`src/rtl/frame_seq_pkg.sv`:
```
`default_nettype none
// ============================================================================
//  Module      : frame_seq_pkg
//  Description : Shared types and constants for the frame sequencer: game and
//                sequencer state encodings, status bit indices, default keys.
//  Revision    : 1.0 - initial release
// ============================================================================
package frame_seq_pkg;

    typedef enum logic [1:0] {
        GAME_TITLE    = 2'd0,
        GAME_PAUSED   = 2'd1,
        GAME_PLAYING  = 2'd2,
        GAME_GAMEOVER = 2'd3
    } game_state_t;

    typedef enum logic [1:0] {
        SEQ_IDLE  = 2'd0,
        SEQ_ISSUE = 2'd1,
        SEQ_WAIT  = 2'd2,
        SEQ_END   = 2'd3
    } seq_state_t;

    localparam int STAT_TITLE    = 0;
    localparam int STAT_PAUSED   = 1;
    localparam int STAT_PLAYING  = 2;
    localparam int STAT_GAMEOVER = 3;

    localparam logic [7:0] KEY_START_DEFAULT = 8'h2C;
    localparam logic [7:0] KEY_PAUSE_DEFAULT = 8'h13;

    // One-hot status word for a game state.
    function automatic logic [3:0] status_onehot(input game_state_t g);
        logic [3:0] s;
        s = '0;
        case (g)
            GAME_TITLE:    s[STAT_TITLE]    = 1'b1;
            GAME_PAUSED:   s[STAT_PAUSED]   = 1'b1;
            GAME_PLAYING:  s[STAT_PLAYING]  = 1'b1;
            default:       s[STAT_GAMEOVER] = 1'b1;
        endcase
        return s;
    endfunction

endpackage
`default_nettype wire

```
`src/rtl/frame_sequencer_tick_sync.sv`:
```
`default_nettype none
// ============================================================================
//  Module      : frame_tick_sync
//  Description : Brings VGA_VS into the system clock domain through two flops
//                and emits a registered one-cycle pulse on its rising edge.
//  Revision    : 1.0 - initial release
// ============================================================================
module frame_tick_sync (
    input  logic clk,
    input  logic rst_n,
    input  logic i_frame_clk,
    output logic o_frame_tick
);

    logic r_meta_q;
    logic r_sync_q;
    logic r_prev_q;
    logic r_tick_q;

    // Two-flop synchroniser, previous-value flop and registered edge pulse.
    always_ff @(posedge clk or negedge rst_n) begin
        if (!rst_n) begin
            r_meta_q <= 1'b0;
            r_sync_q <= 1'b0;
            r_prev_q <= 1'b0;
            r_tick_q <= 1'b0;
        end else begin
            r_meta_q <= i_frame_clk;
            r_sync_q <= r_meta_q;
            r_prev_q <= r_sync_q;
            r_tick_q <= r_sync_q & ~r_prev_q;
        end
    end

    assign o_frame_tick = r_tick_q;

endmodule
`default_nettype wire

```
`src/rtl/frame_sequencer.sv`:
```
`default_nettype none
// ============================================================================
//  Module      : frame_sequencer
//  Description : Per-frame scheduler. Applies latched key presses to the game
//                state on each frame tick, then issues handshaked start pulses
//                to the update stages in order while PLAYING.
//                Optional: FRAME_SEQ_WATCHDOG_EN adds a per-stage watchdog.
//  Revision    : 1.0 - initial release
// ============================================================================
module frame_sequencer
    import frame_seq_pkg::*;
#(
    parameter int         NUM_STAGES    = 4,
    parameter int         FRAME_CNT_W   = 12,
    parameter int         STAGE_TIMEOUT = 1023,
    parameter logic [7:0] KEY_START     = KEY_START_DEFAULT,
    parameter logic [7:0] KEY_PAUSE     = KEY_PAUSE_DEFAULT
) (
    input  logic                   Clk,
    input  logic                   Reset_N,
    input  logic                   frame_clk,
    input  logic [7:0]             keycode,
    input  logic                   collision,
    input  logic [NUM_STAGES-1:0]  stage_done,
    output logic [NUM_STAGES-1:0]  stage_go,
    output logic [3:0]             status,
    output logic                   game_clear,
    output logic [FRAME_CNT_W-1:0] frame_counter,
    output logic                   seq_busy,
    output logic                   overrun,
    output logic                   timeout_err
);

    localparam int STG_W = (NUM_STAGES > 1) ? $clog2(NUM_STAGES) : 1;
    localparam logic [STG_W-1:0] LAST_STAGE = STG_W'(NUM_STAGES - 1);

    logic                   w_frame_tick;
    logic                   w_wd_expire;
    logic                   w_start_press;
    logic                   w_pause_press;
    logic                   w_tick_accept;
    logic [STG_W-1:0]       w_next_idx;

    game_state_t            r_game_q,       r_game_d;
    seq_state_t             r_seq_q,        r_seq_d;
    logic [STG_W-1:0]       r_idx_q,        r_idx_d;
    logic [NUM_STAGES-1:0]  r_stage_go_q,   r_stage_go_d;
    logic [3:0]             r_status_q,     r_status_d;
    logic                   r_clear_q,      r_clear_d;
    logic [FRAME_CNT_W-1:0] r_frame_cnt_q,  r_frame_cnt_d;
    logic                   r_busy_q,       r_busy_d;
    logic                   r_overrun_q,    r_overrun_d;
    logic                   r_start_pend_q, r_start_pend_d;
    logic                   r_pause_pend_q, r_pause_pend_d;
    logic [7:0]             r_key_prev_q,   r_key_prev_d;

    frame_tick_sync u_tick_sync (
        .clk          (Clk),
        .rst_n        (Reset_N),
        .i_frame_clk  (frame_clk),
        .o_frame_tick (w_frame_tick)
    );

    assign w_start_press = (keycode == KEY_START) && (r_key_prev_q != KEY_START);
    assign w_pause_press = (keycode == KEY_PAUSE) && (r_key_prev_q != KEY_PAUSE);
    // A tick arriving mid-sequence is dropped entirely, including key handling.
    assign w_tick_accept = w_frame_tick && (r_seq_q == SEQ_IDLE);
    assign w_next_idx    = r_idx_q + STG_W'(1);

    // Next-state logic for the game FSM, key latches and stage sequencer.
    always_comb begin
        r_game_d       = r_game_q;
        r_seq_d        = r_seq_q;
        r_idx_d        = r_idx_q;
        r_stage_go_d   = '0;
        r_clear_d      = 1'b0;
        r_frame_cnt_d  = r_frame_cnt_q;
        r_busy_d       = r_busy_q;
        r_overrun_d    = r_overrun_q;
        r_start_pend_d = r_start_pend_q;
        r_pause_pend_d = r_pause_pend_q;
        r_key_prev_d   = keycode;

        if (w_frame_tick && (r_seq_q != SEQ_IDLE)) begin
            r_overrun_d = 1'b1;
        end

        if (w_tick_accept) begin
            r_start_pend_d = 1'b0;
            r_pause_pend_d = 1'b0;
            case (r_game_q)
                GAME_TITLE: begin
                    if (r_start_pend_q) begin
                        r_game_d      = GAME_PLAYING;
                        r_clear_d     = 1'b1;
                        r_frame_cnt_d = '0;
                    end
                end
                GAME_PLAYING: begin
                    if (r_pause_pend_q) r_game_d = GAME_PAUSED;
                end
                GAME_PAUSED: begin
                    if (r_pause_pend_q) r_game_d = GAME_PLAYING;
                end
                default: begin
                    if (r_start_pend_q) begin
                        r_game_d  = GAME_TITLE;
                        r_clear_d = 1'b1;
                    end
                end
            endcase
            if (r_game_d == GAME_PLAYING) begin
                r_seq_d         = SEQ_ISSUE;
                r_idx_d         = '0;
                r_stage_go_d[0] = 1'b1;
                r_busy_d        = 1'b1;
            end
        end

        case (r_seq_q)
            SEQ_ISSUE: r_seq_d = SEQ_WAIT;
            SEQ_WAIT: begin
                if (stage_done[r_idx_q] || w_wd_expire) begin
                    if (r_idx_q == LAST_STAGE) begin
                        r_seq_d = SEQ_END;
                    end else begin
                        r_seq_d                  = SEQ_ISSUE;
                        r_idx_d                  = w_next_idx;
                        r_stage_go_d[w_next_idx] = 1'b1;
                    end
                end
            end
            SEQ_END: begin
                r_seq_d       = SEQ_IDLE;
                r_busy_d      = 1'b0;
                r_frame_cnt_d = r_frame_cnt_q + FRAME_CNT_W'(1);
                if (collision) begin
                    r_game_d       = GAME_GAMEOVER;
                    r_start_pend_d = 1'b0;
                    r_pause_pend_d = 1'b0;
                end
            end
            default: ;
        endcase

        // Presses are latched last so a press is never lost to a same-cycle clear.
        if (w_start_press) r_start_pend_d = 1'b1;
        if (w_pause_press) r_pause_pend_d = 1'b1;

        r_status_d = status_onehot(r_game_d);
    end

    // State and registered outputs; async reset drops everything at once.
    always_ff @(posedge Clk or negedge Reset_N) begin
        if (!Reset_N) begin
            r_game_q       <= GAME_TITLE;
            r_seq_q        <= SEQ_IDLE;
            r_idx_q        <= '0;
            r_stage_go_q   <= '0;
            r_status_q     <= 4'b0001;
            r_clear_q      <= 1'b0;
            r_frame_cnt_q  <= '0;
            r_busy_q       <= 1'b0;
            r_overrun_q    <= 1'b0;
            r_start_pend_q <= 1'b0;
            r_pause_pend_q <= 1'b0;
            r_key_prev_q   <= '0;
        end else begin
            r_game_q       <= r_game_d;
            r_seq_q        <= r_seq_d;
            r_idx_q        <= r_idx_d;
            r_stage_go_q   <= r_stage_go_d;
            r_status_q     <= r_status_d;
            r_clear_q      <= r_clear_d;
            r_frame_cnt_q  <= r_frame_cnt_d;
            r_busy_q       <= r_busy_d;
            r_overrun_q    <= r_overrun_d;
            r_start_pend_q <= r_start_pend_d;
            r_pause_pend_q <= r_pause_pend_d;
            r_key_prev_q   <= r_key_prev_d;
        end
    end

`ifdef FRAME_SEQ_WATCHDOG_EN
    localparam int WD_W = $clog2(STAGE_TIMEOUT + 1);
    localparam logic [WD_W-1:0] WD_LIMIT = WD_W'(STAGE_TIMEOUT);

    logic [WD_W-1:0] r_wd_cnt_q,  r_wd_cnt_d;
    logic            r_timeout_q, r_timeout_d;

    // Expires once STAGE_TIMEOUT cycles have passed since the stage's go pulse.
    assign w_wd_expire = (r_seq_q == SEQ_WAIT) && (r_wd_cnt_q >= WD_LIMIT);

    // Per-stage cycle counter, restarted by every go pulse; saturates at the limit.
    always_comb begin
        r_wd_cnt_d  = r_wd_cnt_q;
        r_timeout_d = r_timeout_q;
        if (r_stage_go_d != '0) begin
            r_wd_cnt_d = '0;
        end else if (r_wd_cnt_q < WD_LIMIT) begin
            r_wd_cnt_d = r_wd_cnt_q + WD_W'(1);
        end
        if (w_wd_expire && !stage_done[r_idx_q]) begin
            r_timeout_d = 1'b1;
        end
    end

    // Watchdog registers.
    always_ff @(posedge Clk or negedge Reset_N) begin
        if (!Reset_N) begin
            r_wd_cnt_q  <= '0;
            r_timeout_q <= 1'b0;
        end else begin
            r_wd_cnt_q  <= r_wd_cnt_d;
            r_timeout_q <= r_timeout_d;
        end
    end

    assign timeout_err = r_timeout_q;
`else
    logic w_unused_timeout;
    assign w_unused_timeout = |STAGE_TIMEOUT;
    assign w_wd_expire      = 1'b0;
    assign timeout_err      = 1'b0;
`endif

    assign stage_go      = r_stage_go_q;
    assign status        = r_status_q;
    assign game_clear    = r_clear_q;
    assign frame_counter = r_frame_cnt_q;
    assign seq_busy      = r_busy_q;
    assign overrun       = r_overrun_q;

endmodule
`default_nettype wire

```
`config.mk`:
```
export PLATFORM = sky130hd
export DESIGN_NAME = frame_sequencer
export DESIGN_NICKNAME = d
export VERILOG_FILES = /design/src/rtl/frame_seq_pkg.sv /design/src/rtl/frame_sequencer_tick_sync.sv /design/src/rtl/frame_sequencer.sv
export SDC_FILE = /design/constraint.sdc
export NUM_CORES = 1
export LEC_CHECK = 0
export CORE_MARGIN = 4
export CORE_UTILIZATION = 45
export DETAILED_ROUTE_END_ITERATION = 10
export GPL_TIMING_DRIVEN = 0
export PLACE_DENSITY = 0.79
export SLEW_MARGIN = 25
export SYNTH_ARGS = -nofsm -noshare
export SYNTH_HDL_FRONTEND = slang
export SYNTH_SLANG_ARGS = --single-unit
```
`constraint.sdc`:
```
create_clock -name Clk -period 1.73 [get_ports Clk]
set_clock_uncertainty 0.2 [all_clocks]
set_input_delay 0.346 -clock Clk [delete_from_list [all_inputs] [get_ports Clk]]
set_output_delay 0.346 -clock Clk [all_outputs]
set_load 0.02 [all_outputs]
```
==> results of run 1 <==
-- area by class of cell --
cell class	count	area, um^2
Fill cell	308	1310
Sequential cell	43	1080
Inverter	7	28.8
Timing Repair Buffer	55	523
Multi-Input combinational cell	121	948
Buffer	3	30.0
Tap cell	50	62.6
Clock buffer	8	100
-- path summary, 6_finish.rpt --
kind                                         to  slack [ns]  cells after the start
setup / recovery                     r_idx_q[0]       -0.12                      6
hold / removal             u_tick_sync.r_sync_q        0.15                      0
setup reg to reg                     r_idx_q[0]       -0.12                      6
hold reg to reg            u_tick_sync.r_sync_q        0.15                      0
max in group asynchronous             status[0]        0.39                      3
min in group asynchronous           stage_go[2]        0.37                      2
-- synthesized netlist by cell type, types with 3 or more instances --
master / count
nor2_1: 11
nand2b_1: 3
dfrtp_1: 42
nand2_1: 15
or3_1: 3
xnor2_1: 3
o21ai_0: 13
a21oi_1: 6
nand4_1: 8
inv_1: 7
and2_1: 3
nand3_1: 8
nor3_1: 3
ha_1: 9
-- logic make-up after synthesis --
logic type	after synthesis	synth area share
muxes	3	0.0224
DFF	43	0.552
xor gates and xnor gates	4	0.0180
other	1	0.00192
AOI/OAI and AO/OA	32	0.105
buffers and inverters	12	0.0334
adders and majority gates	9	0.0577
and+or+nand+nor	72	0.210
-- worst max-delay path: cells and delay by family (launching register included) --
kind | cells | cell delay, ns
adders and majority gates | 1 | 0.15
buffers and inverters | 1 | 0.14
AOI/OAI and AO/OA | 2 | 0.54
and+or+nand+nor | 2 | 0.26
DFF | 1 | 0.46
-- per-layer routing --
layer / vias to the layer above / GRT usage / share of wire
li1: 749 / - / -
met1: 778 / 0.200 / 0.39
met2: 44 / 0.293 / 0.53
met4: 0 / 0.0644 / 0.021
met3: 9 / 0.0520 / 0.062
met5: - / 0 / 0
-- through the flow --
stage	utilization	total power, W	hold WS [ns]	setup TNS, ns	worst slack (ns)
6_report	0.679	0.00358	0.151	-0.747	-0.124
5_1_grt	0.679	0.00379	0.157	-1.75	-0.204
4_1_cts	0.663	0.00339	0.153	-0.688	-0.116
3_5_place_dp	0.593	0.00238	0.137	-2.77	-0.373
3_3_place_gp	0.588	0.00234	0.133	-42.08	-0.934
2_1_floorplan	-	0.00199	-0.150	-0.0224	-0.0185
-- state kept, by name (all words and copies together) (netlist names) --
signal,flops
seq_busy,1
r_key_prev_q,8
r_pause_pend_q,1
overrun,1
u_tick_sync.r_prev_q,1
u_tick_sync.r_meta_q,1
r_start_pend_q,1
frame_counter,12
r_idx_q,2
r_seq_q,2
u_tick_sync.o_frame_tick,1
r_game_q,2
game_clear,1
stage_go,4
status,4
u_tick_sync.r_sync_q,1
-- what timing repair did --
| item | CTS | global route |
|---|---|---|
| endpoints found under the setup margin | 47 | 24 |
| cloned | 0 | 0 |
| buffers inserted | 13 | 2 |
| hold buffers | 1 | 0 |
| endpoints found under the hold margin | 22 | 0 |
| pin swaps | 10 | 8 |
| resized for setup | 47 | 15 |
-- power by group --
group	internal (W)	total, W	switching, W	leakage, nW
logic	0.000789	0.00156	0.000771	0.683
registers	0.00118	0.00132	0.000142	0.544
clock network	0.000364	0.000695	0.000330	0.0515
total	0.00233	0.00358	0.00124	1.28
==> results.sh, run 1 <==
export IMPL_status="finished, violations left"
export IMPL_violations="setup timing"
export IMPL_clkTransAtPathRegs_ns=0.08
export IMPL_final_cell_mix="dfrtp_1, dlygate4sd2_1, buf_4, nand2_1, clkdlybuf4s50_1"
export IMPL_synth_async_sr_flop_share=1.00
export IMPL_start_util=0.477
export IMPL_final_common_cell="dfrtp_1"
export IMPL_cts_buffer_depth=2
export IMPL_clock_root_buffer="clkbuf_8"
export IMPL_hpwl_um=2670
export IMPL_fin_crit_sh=1.07
export IMPL_ant_nets=0
export IMPL_netlist_area_um2=1950
export IMPL_critPathMaxFanout=4
export IMPL_ys_seq_area_frac=0.552
export IMPL_numCtsBuffers=5
export IMPL_grt_use_total=0.171
export IMPL_dr_pass1_iters=4
export IMPL_setup_ws_ns=-0.124
export IMPL_grt_setup_unrepaired="yes"
export IMPL_worst_slew_pin_slew_ns=0.533
export IMPL_ir_drop_uv=540
export IMPL_slew_headroom=0.644
export IMPL_wirelength_um=4280
export IMPL_row_count=23
export IMPL_h_tree_depth=2
export IMPL_hold_viol_final=0
export IMPL_post_synth_inst_count=176
export IMPL_portBuffers=38
export IMPL_crit_start="r_game_q[0]"
export IMPL_wl_per_cell_um=14.9
export IMPL_placed_cells=265
export IMPL_period_minus_slack_ns=1.85
export IMPL_via_per_inst=5.51
export IMPL_synthTopCellsByArea="dfrtp_1, ha_1, o21ai_0"
export IMPL_r2r_start="r_game_q[0]"
export IMPL_globalplace_congestion=0.810
export IMPL_die_x_um=73.8
export IMPL_die_h_um=73.8
export IMPL_cp_slowest_stage_delay_ns=0.46
export IMPL_yosys_most_used_dff="dfrtp_1"
export IMPL_core_area_um2=4090
export IMPL_synth_edf_count=0
export IMPL_syn_nets=201
export IMPL_hold_class="reg -> reg"
export IMPL_drt_iter0_drc=105
export IMPL_clock_latency_ns=0.30
export IMPL_synthToLayoutAreaGrowth_pct=42.3
export IMPL_diodes=0
export IMPL_grt_pass1_wl_um=7020
export IMPL_drive_gt1_frac=0.257
export IMPL_ys_seq_elements=43
export IMPL_max_freq_mhz=539
export IMPL_antenna_found_initial=0
export IMPL_die_area_um2=5450
export IMPL_clock_sinks=43
export IMPL_setup_viol=9
export IMPL_path_cells="buf_12 > ha_4 > nor2b_4 > o221ai_4 > nand3_4 > o31a_1"
export IMPL_synth_area_per_cell_um2=11.1
export IMPL_holdCritStartpoint="u_tick_sync.r_meta_q"
export IMPL_drc=0
export IMPL_critical_path_arrival_ns=1.84
export IMPL_synth_warnings=0
export IMPL_yosys_area_top_type="dfrtp_1"
export IMPL_setup_worst_path_start_class="flip-flop"
export IMPL_gr_total_overflow=0
export IMPL_powerDensity_nw_per_um2=1290
export IMPL_cts_tree="built"
export IMPL_crit_path_top_delay_cell="dfrtp_2"
export IMPL_io_pins=40
export IMPL_grt_pass1_vias=1540
export IMPL_post_dp_cell_area_um2=2420
export IMPL_end_kind="flip-flop"
export IMPL_grt_max_degree=24
export IMPL_p_leak_nw=1.28
export IMPL_vias=1580
export IMPL_synth_top_area_share=0.539
export IMPL_cp_required_ns=1.72
export IMPL_nets=261
export IMPL_cap_violations=0
export IMPL_finalNonFillerCells=287
export IMPL_path_class="reg -> reg"
export IMPL_synthDistinctLibCells=47
export IMPL_fin_area_um2=2780
export IMPL_maxSlewViolCount=0
No activity file was read; power rests on OpenSTA's default activity.
==> inputs of run 2 (changes only) <==
--- a/config.mk
+++ b/config.mk
@@ -5,7 +5,7 @@
 export SDC_FILE = /design/constraint.sdc
 export NUM_CORES = 1
 export LEC_CHECK = 0
-export CORE_MARGIN = 4
+export ABC_AREA = 0
 export CORE_UTILIZATION = 45
 export DETAILED_ROUTE_END_ITERATION = 10
 export GPL_TIMING_DRIVEN = 0
==> run 2 against run 1 <==
Compared with the run above:
- the run still ends with setup timing left
- highest routed layer unchanged
- fmax grew 0.71%
- critical endpoint is now status[2]
- non-clock buffer count grew 2
- combinational power shrank 12%
- power shrank 5.1%
- sequential cell count is the same
- largest cell class unchanged
- first-iteration DRC count shrank 8.6%
- final area shrank 2.3%
- via count shrank 1.3%
- critical path depth shrank 1
- worst hold slack gained 0.010 ns
==> results.sh, run 2 (same netlist as run 1, synthesis figures left out) <==
export IMPL_status="finished, violations left"
export IMPL_violations="setup timing"
export IMPL_post_dp_cell_area_um2=2420
export IMPL_die_h_um=67.8
export IMPL_hpwl_um=2600
export IMPL_portBuffers=38
export IMPL_fillers=319
export IMPL_dr_pass1_iters=4
export IMPL_end_kind="flip-flop"
export IMPL_wirelength_um=3920
export IMPL_grt_setup_unrepaired="yes"
export IMPL_ir_drop_uv=652
export IMPL_synthToLayoutAreaGrowth_pct=39.0
export IMPL_hold_class="reg -> reg"
export IMPL_cp_required_ns=1.72
export IMPL_io_pins=40
export IMPL_h_tree_depth=2
export IMPL_clkPwrFrac=0.204
export IMPL_drt_iter0_drc=96
export IMPL_finalNonFillerCells=289
export IMPL_fin_area_um2=2710
export IMPL_final_cell_mix="dfrtp_1, dlygate4sd2_1, buf_4, nand2_1"
export IMPL_hold_viol_final=0
export IMPL_numCtsBuffers=5
export IMPL_path_class="reg -> reg"
export IMPL_grt_max_degree=28
export IMPL_place_ws_ns=-0.362
export IMPL_ant_nets=0
export IMPL_p_switching_w=0.00114
export IMPL_wl_per_cell_um=13.6
export IMPL_critPathMaxFanout=6
export IMPL_start_util=0.477
export IMPL_setup_viol=6
export IMPL_globalplace_congestion=0.861
export IMPL_maxSlewViolCount=0
export IMPL_core_area_um2=4090
export IMPL_setup_worst_path_start_class="flip-flop"
export IMPL_placed_cells=265
export IMPL_max_freq_mhz=543
export IMPL_die_x_um=67.8
export IMPL_final_common_cell="dfrtp_1"
export IMPL_diodes=0
export IMPL_nets=263
export IMPL_clock_latency_ns=0.29
export IMPL_largest_reg_flops=12
export IMPL_die_area_um2=4600
export IMPL_cts_tree="built"
export IMPL_grt_use_total=0.196
export IMPL_p_leak_nw=1.26
export IMPL_antenna_found_initial=0
export IMPL_clock_sinks=43
export IMPL_fin_crit_sh=1.06
export IMPL_powerDensity_nw_per_um2=1250
export IMPL_cap_violations=0
export IMPL_clock_root_buffer="clkbuf_8"
export IMPL_p_sw_frac=0.337
export IMPL_drive_gt1_frac=0.255
export IMPL_grt_pass1_vias=1492
export IMPL_gr_total_overflow=0
export IMPL_period_minus_slack_ns=1.84
export IMPL_p_seq_frac=0.390
export IMPL_grt_pass1_wl_um=6560
export IMPL_vias=1560
export IMPL_row_count=23
export IMPL_p_int_w=0.00225
export IMPL_cts_buffer_depth=2
export IMPL_via_per_inst=5.40
export IMPL_critical_path_arrival_ns=1.83
export IMPL_power_frac_comb=0.406
export IMPL_setup_ws_ns=-0.111
export IMPL_setup_tns_ns=-0.392
export IMPL_drc=0
export IMPL_regArea_um2=1080
export IMPL_multi_input_area_um2=900
export IMPL_clkTransAtPathRegs_ns=0.07
[run 2: through the flow]
step                       util  hold WS (ns)  power (W)
after detailed placement  0.592        0.0895    0.00238
after global placement    0.588         0.134    0.00234
after CTS                 0.660         0.163    0.00335
after floorplan               -        -0.150    0.00199
after global routing      0.664         0.184    0.00360
final                     0.664         0.162    0.00340
[run 2: power groups by stage]
stage	logic (W)	registers, W	clock network [W]
floorplan	0.000565	0.00143	0
global placement	0.00101	0.00133	0
detailed placement	0.00104	0.00134	0
CTS	0.00133	0.00132	0.000704
global route	0.00150	0.00135	0.000754
finish	0.00138	0.00132	0.000691
[run 2: what timing repair did]
| item | in CTS | in global routing |
|---|---|---|
| buffers inserted | 16 | 1 |
| hold buffers | 1 | 0 |
| setup endpoints to repair | 46 | 17 |
| pin swaps | 10 | 4 |
| gates cloned | 0 | 0 |
| endpoints found under the hold margin | 16 | 0 |
| gates resized for setup | 51 | 7 |
[run 2: path summary, 6_finish.rpt]
| kind | cells after the start | to | slack, ns | from |
|---|---|---|---|---|
| worst min register to register | 0 | u_tick_sync.r_sync_q | 0.16 | u_tick_sync.r_meta_q |
| max in group asynchronous | 3 | status[0] | 0.48 | Reset_N |
| min in group asynchronous | 2 | stage_go[2] | 0.31 | Reset_N |
| worst min-delay path | 0 | u_tick_sync.r_sync_q | 0.16 | u_tick_sync.r_meta_q |
| worst max register to register | 5 | status[2] | -0.11 | r_game_q[1] |
| worst max-delay path | 5 | status[2] | -0.11 | r_game_q[1] |
[run 2: critical path: stages (launching register included)]
cell and delay, ns:
dfrtp_2 0.45, ha_2 0.27, nor2_1 0.06, or3_4 0.35, a31o_4 0.25, and3_1 0.16
[run 2: cell type report]
cell class                      instances  area share
Multi-Input combinational cell        121       0.332
Sequential cell                        43       0.400
Clock buffer                            8      0.0369
Inverter                                7      0.0115
Buffer                                  3      0.0111
Timing Repair Buffer                   57       0.186
Tap cell                               50      0.0231
[run 2: per-layer routing]
metal / vias up / track usage / routed length (um)
met5: - / 0 / 0
met4: 0 / 0.0573 / 57
met3: 9 / 0.0567 / 184
met2: 46 / 0.354 / 2000
met1: 758 / 0.222 / 1690
li1: 747 / - / -
==> inputs of run 3 (changes only) <==
--- a/config.mk
+++ b/config.mk
@@ -6,10 +6,11 @@
 export NUM_CORES = 1
 export LEC_CHECK = 0
 export ABC_AREA = 0
-export CORE_UTILIZATION = 45
+export CORE_UTILIZATION = 47
+export CTS_BUF_LIST = sky130_fd_sc_hd__clkbuf_4 sky130_fd_sc_hd__clkbuf_8
 export DETAILED_ROUTE_END_ITERATION = 10
 export GPL_TIMING_DRIVEN = 0
-export PLACE_DENSITY = 0.79
+export PLACE_DENSITY = 0.82
 export SLEW_MARGIN = 25
 export SYNTH_ARGS = -nofsm -noshare
 export SYNTH_HDL_FRONTEND = slang
==> run 3 against run 2 <==
Compared with the run above:
- the flow still finishes with violations (setup timing)
- clock-buffer cell count shrank 1
- via count down 0.77%
- non-clock buffer count decreased by 4
- global-route usage grew 0.63 points
- cell count is 1.4% lower
- clock power shrank 7.7%
- register-to-register slack got worse by 0.03 ns
- critical path type unchanged
- largest power group is now sequential cells
==> results.sh, run 3 (same netlist as run 1, synthesis figures left out) <==
export IMPL_power_w=0.00330
export IMPL_cp_slowest_stage_delay_ns=0.44
export IMPL_cp_required_ns=1.72
export IMPL_multi_input_area_um2=912
export IMPL_clkPwrFrac=0.193
export IMPL_period_minus_slack_ns=1.87
export IMPL_path_class="reg -> reg"
export IMPL_vias=1548
export IMPL_wirelength_um=3900
export IMPL_setup_viol=7
export IMPL_fin_area_um2=2680
export IMPL_final_cell_mix="dfrtp_1, dlygate4sd2_1, nand2_1, buf_4"
export IMPL_drt_iter0_drc=112
export IMPL_hold_viol_final=0
export IMPL_path_cells="buf_4 > ha_4 > nor2_2 > or3_4 > a31o_4 > and3_1"
export IMPL_io_pins=40
export IMPL_p_int_w=0.00215
export IMPL_clock_sinks=43
export IMPL_diodes=0
export IMPL_final_core_utilization=0.671
export IMPL_critical_path_arrival_ns=1.86
export IMPL_maxSlewViolCount=0
export IMPL_row_count=23
export IMPL_p_leak_nw=1.24
export IMPL_drive_gt1_frac=0.251
export IMPL_max_freq_mhz=535
export IMPL_grt_max_degree=33
export IMPL_violations="setup timing"
export IMPL_drc=0
export IMPL_portBuffers=38
export IMPL_power_frac_comb=0.401
export IMPL_synthToLayoutAreaGrowth_pct=37.5
export IMPL_cap_violations=0
export IMPL_regArea_um2=1080
export IMPL_status="finished, violations left"
export IMPL_final_common_cell="dfrtp_1"
export IMPL_post_dp_cell_area_um2=2420
export IMPL_globalplace_congestion=0.794
export IMPL_p_sw_frac=0.348
export IMPL_clkTransAtPathRegs_ns=0.07
export IMPL_setup_ws_ns=-0.140
export IMPL_largest_reg_flops=12
export IMPL_cts_buffer_depth=2
export IMPL_p_seq_frac=0.406
export IMPL_numCtsBuffers=5
export IMPL_grt_pass1_vias=1514
export IMPL_antenna_found_initial=0
export IMPL_die_x_um=66.4
export IMPL_start_util=0.488
export IMPL_setup_worst_path_start_class="flip-flop"
export IMPL_die_area_um2=4410
export IMPL_wl_per_cell_um=13.7
export IMPL_powerDensity_nw_per_um2=1230
export IMPL_dr_pass1_iters=4
export IMPL_die_h_um=66.4
export IMPL_ir_drop_uv=586
export IMPL_clock_latency_ns=0.29
export IMPL_ant_nets=0
export IMPL_hpwl_um=2600
export IMPL_gr_total_overflow=0
export IMPL_fin_crit_sh=1.08
export IMPL_p_switching_w=0.00115
export IMPL_core_area_um2=4000
export IMPL_end_kind="flip-flop"
export IMPL_h_tree_depth=2
export IMPL_nets=259
export IMPL_grt_setup_unrepaired="yes"
export IMPL_crit_path_top_delay_cell="dfrtp_2"
export IMPL_cts_tree="built"
export IMPL_fillers=296
export IMPL_via_per_inst=5.43
export IMPL_critPathMaxFanout=5
export IMPL_grt_use_total=0.202
export IMPL_clock_root_buffer="clkbuf_8"
export IMPL_grt_pass1_wl_um=6540
export IMPL_hold_class="reg -> reg"
[run 3: path summary, 6_finish.rpt]
check                                startpoint              endpoint  slack, ns  cells after the start
setup / recovery                    r_game_q[1]             status[2]      -0.14                      6
hold / removal             u_tick_sync.r_meta_q  u_tick_sync.r_sync_q       0.16                      0
setup reg to reg                    r_game_q[1]             status[2]      -0.14                      6
hold reg to reg            u_tick_sync.r_meta_q  u_tick_sync.r_sync_q       0.16                      0
max in group asynchronous               Reset_N             status[0]       0.55                      3
min in group asynchronous               Reset_N      frame_counter[6]       0.25                      2
[run 3: layout make-up]
type | instances | share of cell area
tap | 50 | 0.0233
sequential | 43 | 0.404
timing repair buffer | 53 | 0.176
buffer | 3 | 0.0112
clock inverter | 1 | 0.00187
clock buffer | 7 | 0.0313
multi-input combinational | 121 | 0.340
inverter | 7 | 0.0117
[run 3: repair_timing]
action                                 4_1_cts  5_1_grt
setup buffers                               10        3
cloned                                       0        0
endpoints found under the hold margin       11        0
pin swaps                                    5        3
hold buffers                                 1        0
setup endpoints to repair                   47       18
resized for setup                           47       13
[run 3: power groups by stage]
stage                     combinational (W)  sequential [W]  clock (W)
after floorplan                    0.000565         0.00143          0
after global placement              0.00101         0.00133          0
after detailed placement            0.00104         0.00134          0
after CTS                           0.00121         0.00131   0.000655
after global routing                0.00145         0.00136   0.000703
final                               0.00132         0.00134   0.000638
[run 3: through the flow]
stage | std cells | TNS, ns | setup WS (ns) | hold WS [ns]
finish | 285 | -0.568 | -0.140 | 0.157
global placement | 264 | -41.35 | -0.916 | 0.133
CTS | 283 | -0.261 | -0.0897 | 0.154
global route | 285 | -1.18 | -0.200 | 0.177
detailed placement | 265 | -3.10 | -0.365 | 0.0449
floorplan | 176 | -0.0224 | -0.0185 | -0.150
[run 3: worst max-delay path: cells and delay by family (launching register included)]
| kind | cells | cell delay [ns] |
|---|---|---|
| AOI/OAI and AO/OA | 1 | 0.25 |
| and+or+nand+nor | 3 | 0.56 |
| DFF | 1 | 0.44 |
| adders and majority gates | 1 | 0.17 |
| buffers and inverters | 1 | 0.15 |
[run 3: routing by layer]
metal  up-vias  part of all wire  GRT usage
met5         -                 0          0
met4         0             0.011     0.0851
met3         5             0.046     0.0586
met2        51              0.54      0.351
met1       753              0.40      0.230
li1        739                 -          -
